`src/rtl/fifo_stream_reader.sv`:
```
// -----------------------------------------------------------------------------
// fifo_stream_reader
//
// Drain-side companion to a synchronous FIFO whose read data is registered
// (one-cycle read latency). Issues read strobes into the FIFO and re-presents
// the returned words as a valid/ready stream. A 2-entry in-order skid buffer
// absorbs the word that is still in flight when the consumer stalls, so no
// data is lost. With an unstalled consumer the stream runs at one word per
// cycle.
//
// Optional feature (compile-time macro FIFO_RDR_LAST_EN):
//   Adds port out_last and a beat counter 0..BURST_LEN-1 that advances on
//   every accepted word. out_last flags the final beat of each burst.
//
// Parameters:
//   DATA_WIDTH    width of each data word (must match the FIFO)
//   BURST_LEN     beats per burst for out_last (>= 1, only with the macro)
//
// Ports:
//   clk           clock
//   rst           synchronous active-high reset
//   en            1 = allowed to issue new FIFO reads
//   fifo_empty    FIFO empty flag
//   fifo_rd_en    FIFO read strobe (combinational from out_ready/fifo_empty)
//   fifo_data_out FIFO read data, valid the cycle after an accepted read
//   out_valid     stream word valid
//   out_ready     downstream accepts word
//   out_data      stream word (0 while the buffer is empty)
//   buf_count     skid-buffer occupancy, 0..2
//   out_last      last beat of burst (only with FIFO_RDR_LAST_EN)
// -----------------------------------------------------------------------------
module fifo_stream_reader #(
   parameter int DATA_WIDTH = 8,
   parameter int BURST_LEN  = 4
) (
   input  logic                  clk,
   input  logic                  rst,
   input  logic                  en,
   input  logic                  fifo_empty,
   output logic                  fifo_rd_en,
   input  logic [DATA_WIDTH-1:0] fifo_data_out,
   output logic                  out_valid,
   input  logic                  out_ready,
   output logic [DATA_WIDTH-1:0] out_data,
   output logic [1:0]            buf_count
`ifdef FIFO_RDR_LAST_EN
   ,
   output logic                  out_last
`endif
);

   // A read was accepted last cycle; its data is on fifo_data_out now.
   logic                  pending;
   logic [DATA_WIDTH-1:0] slot0;   // head of the queue
   logic [DATA_WIDTH-1:0] slot1;
   logic                  pop;
   logic [1:0]            after_pop;
   logic [2:0]            occupancy;
   logic                  wr_slot;

   assign out_valid = (buf_count != 2'd0);
   assign out_data  = out_valid ? slot0 : '0;
   assign pop       = out_valid && out_ready;

   // Entries left once this cycle's pop has happened; also the slot index
   // that an arriving word lands in, because the queue shifts toward slot0.
   assign after_pop = buf_count - {1'b0, pop};
   assign wr_slot   = after_pop[0];

   // Count the in-flight word as already buffered so a read is only issued
   // when there is guaranteed room for its data one cycle later. Looking at
   // this cycle's pop is what allows one word per cycle in steady state.
   assign occupancy  = 3'(after_pop) + 3'(pending);
   assign fifo_rd_en = !rst && en && !fifo_empty && (occupancy < 3'd2);

   always_ff @(posedge clk) begin
      if (rst) begin
         buf_count <= 2'd0;
         pending   <= 1'b0;
      end else begin
         // NOTE: sequential state uses non-blocking assignments so every
         // always_ff reads the pre-edge values regardless of evaluation order.
         buf_count <= after_pop + {1'b0, pending};
         pending   <= fifo_rd_en;
      end
   end

   // NOTE: the data slots are deliberately not reset; buf_count alone decides
   // which entries are meaningful, and out_data is forced to 0 when empty.
   // A pop shifts slot1 forward; a capture in the same cycle targets the slot
   // computed after that shift, and the later assignment wins for slot0.
   always_ff @(posedge clk) begin
      if (pop) begin
         slot0 <= slot1;
      end
      if (pending) begin
         if (wr_slot) begin
            slot1 <= fifo_data_out;
         end else begin
            slot0 <= fifo_data_out;
         end
      end
   end

   // Room is reserved before a read is issued, so the buffer plus the
   // in-flight word can never exceed two entries.
   always_ff @(posedge clk) begin
      if (!rst) begin
         assert (3'(buf_count) + 3'(pending) <= 3'd2);
      end
   end

`ifdef FIFO_RDR_LAST_EN
   localparam int BEAT_W = (BURST_LEN > 1) ? $clog2(BURST_LEN) : 1;
   localparam logic [BEAT_W-1:0] LAST_BEAT = BEAT_W'(BURST_LEN - 1);

   logic [BEAT_W-1:0] beat;

   always_ff @(posedge clk) begin
      if (rst) begin
         beat <= '0;
      end else if (pop) begin
         beat <= (beat == LAST_BEAT) ? '0 : beat + 1'b1;
      end
   end

   // The counter only moves on pop, so out_last holds while stalled.
   assign out_last = out_valid && (beat == LAST_BEAT);
`endif

endmodule

```
`config.mk`:
```
export PLATFORM = sky130hd
export DESIGN_NAME = fifo_stream_reader
export DESIGN_NICKNAME = d
export VERILOG_FILES = /design/src/rtl/fifo_stream_reader.sv
export SDC_FILE = /design/constraint.sdc
export NUM_CORES = 1
export LEC_CHECK = 0
export CAP_MARGIN = 20
export CORE_UTILIZATION = 42
export CTS_BUF_LIST = sky130_fd_sc_hd__clkbuf_8
export CTS_CLUSTER_DIAMETER = 120
export DETAILED_ROUTE_END_ITERATION = 8
export PLACE_DENSITY = 0.77
export SLEW_MARGIN = 20
export SYNTH_ARGS = -nofsm -noshare
export SYNTH_HDL_FRONTEND = slang
export SYNTH_SLANG_ARGS = --single-unit
```
`constraint.sdc`:
```
create_clock -name clk -period 3.25 [get_ports clk]
set_clock_uncertainty 0.2 [all_clocks]
set_input_delay 0.975 -clock clk [delete_from_list [all_inputs] [get_ports clk]]
set_output_delay 0.975 -clock clk [all_outputs]
set_load 0.05 [all_outputs]
```
==> impl_metrics.tcl <==
set metrics [dict create \
    status "finished with violations" \
    violations "negative setup slack" \
    worst_setup_path_end_kind "output pin" \
    mostFrequentLayoutCells "22 x clkdlybuf4s50_1, 17 x nand2_1, 11 x dfxtp_1, 9 x nor2_1" \
    rsz0062_at_grt "yes" \
    cts_buffers 3 \
    final_common_cell "clkdlybuf4s50_1" \
    cts_tree "yes" \
    detailed_place_hpwl_um 1200 \
    layout.nets 128 \
    drt_iter0_drc 9 \
    maxCapViolations 0 \
    cp.arrival_ps 2220 \
    cts_root_buf "clkbuf_8" \
    via_count 658 \
    grt_max_degree 17 \
    synth.avg_cell_area_sq_um 10.1 \
    min_period_over_period_pct 104 \
    fin_ws_ps -142 \
    synthCells 77 \
    ant_nets 0 \
    core-area_sq_um 1730 \
    max-slew-margin-rel_pct 66.1 \
    critPathTopFamily "adder cells" \
    overflow 0 \
    power_mw 1.07 \
    vias_per_cell 4.84 \
    final-setup-viol-count 1 \
    die_width_um 45.0 \
    r2r-start "buf_count[1]$_SDFF_PP0_" \
    syn_area_sq_um 777 \
    cts_hold_buf 0 \
    clk_pin_slew_ps 70 \
    yosys.area.top_type "edfxtp_1" \
    cts_buffer_depth 2 \
    report.final.slew_viol_count 0 \
    hold_ws_ps 260 \
    min_path_type "flip-flop to flip-flop" \
    ys_top_cells_by_area "edfxtp_1 31%, dfxtp_1 28%, nand2_1 8.7%" \
    cp_num_buf_inv 5 \
    slowest_delay_ps 270 \
    dieArea_sq_um 2030 \
    antenna_found_initial 0 \
    drc 0 \
    hold_viol_final 0 \
    fin_area_sq_um 1210 \
    grt_pass1_wl_um 2680 \
    area_growth_pct 56.4 \
    diodes 0 \
    placed_cell_area_sq_um 1140 \
    peakVddDrop_mv 0.399 \
    crit_type "input pin to output pin" \
    cts.htree.levels 1 \
    hp-start "slot0[1]$_DFF_P_" \
    wirelength_um 1700 \
    yosysWarnings 0 \
    clock-sinks 19 \
    cp_max_fo 2 \
    chipHeight_um 45.0 \
    power.density_nw_per_um2 879 \
    initial_core_util_pct 45.0 \
    fin_crit_ps 3390 \
    yosys_register_bits 19 \
    place.gp.congestion 0.819 \
    grt_pass1_vias 607 \
    clock_latency_ps 250 \
    grt_use_total_pct 19.2 \
    critPathMostFrequentCell "ha_4" \
    ys_seq_area_share_pct 59.3 \
    syn_nets 93 \
    port-buffer-count 24 \
    worst_setup_path_start_kind "input pin" \
    rows 15 \
    ff2ff_setup_slack_ps 1420 \
    routedWlPerCell_um 12.5 \
    yosysTopAreaCellShare_pct 30.9 \
    ios 25 \
    synth.distinct_cells 14 \
    final_util_pct 70.4 \
    crit_chain "buf_6 > o21ai_4 > inv_4 > ha_4 > inv_2 > ha_4 > inv_4 > ha_4 > nand2_4 > nor3_4 > buf_12" \
    crit_start "out_ready" \
    p_leak_nw 0.489 \
    worstMarginPinSlew_ps 507 \
    fmax_mhz 295 \
    required_ps 2070 \
    drtPass1Iterations 4 \
    crit_slowest_cell "ha_4" \
    drive_above_1_share_pct 19.8 \
]
[routing by layer]
metal | global-route usage (%) | wire [um] | vias up
met3 | 4.40 | 85 | 4
met2 | 32.5 | 892 | 24
met5 | 0 | 0 | -
li1 | - | - | 323
met1 | 22.1 | 707 | 307
met4 | 10.9 | 17 | 0
[state kept, by name, indices dropped and copies added, names as in the netlist]
register and flops:
pending 1, buf_count 2, slot1 8, slot0 8
[area by class of cell]
| class | instances | area [sq um] |
|---|---|---|
| Clock buffer | 3 | 41.3 |
| Multi-Input combinational cell | 52 | 349 |
| Timing Repair Buffer | 31 | 304 |
| Fill cell | 145 | 512 |
| Tap cell | 25 | 31.3 |
| Sequential cell | 19 | 460 |
| Inverter | 5 | 23.8 |
| Clock inverter | 1 | 5.00 |
[repair_timing]
| action | CTS | global route |
|---|---|---|
| endpoints found under the setup margin | 1 | 1 |
| setup buffers | 3 | 0 |
| resized for setup | 5 | 1 |
| pin swaps | 3 | 0 |
[where the power goes]
part	internal (mW)	switching (mW)	total (mW)
registers	0.318	0.0356	0.353
logic	0.229	0.326	0.555
clock network	0.0851	0.0753	0.160
total	0.632	0.436	1.07
[tightest hold or removal path, stage by stage, from the launching register on]
cell,delay [ps]
dfxtp_1,310
nand2_1,50
a31oi_1,60
[kinds of logic after synthesis]
kind of cell / share of synthesized area, %
buf+inv: 3.06
simple gates: 23.2
fa+ha+maj: 4.83
compound gates: 8.54
xor+xnor: 1.13
flops: 59.3
[Yosys cell counts, drive strengths merged]
| library cell | count |
|---|---|
| a31oi | 8 |
| and2b | 5 |
| buf | 1 |
| dfxtp | 11 |
| edfxtp | 8 |
| ha | 3 |
| inv | 5 |
| nand2 | 18 |
| nor2 | 9 |
| nor2b | 5 |
| nor3 | 2 |
| o21ai | 1 |
| xnor2 | 1 |
[worst paths after layout]
path,cells past startpoint,to
max reg2reg,10,pending$_SDFF_PP0_
min,2,slot0[1]$_DFF_P_
min reg2reg,2,slot0[1]$_DFF_P_
max,11,fifo_rd_en
[metrics by stage]
stage | instances | TNS (ps) | worst slack (ps)
2_1_floorplan | 77 | -271 | -271
3_3_place_gp | 129 | -521 | -521
3_5_place_dp | 129 | -576 | -576
4_1_cts | 136 | -143 | -143
5_1_grt | 136 | -190 | -190
6_report | 136 | -142 | -142
(Power assumes the default switching activity.)
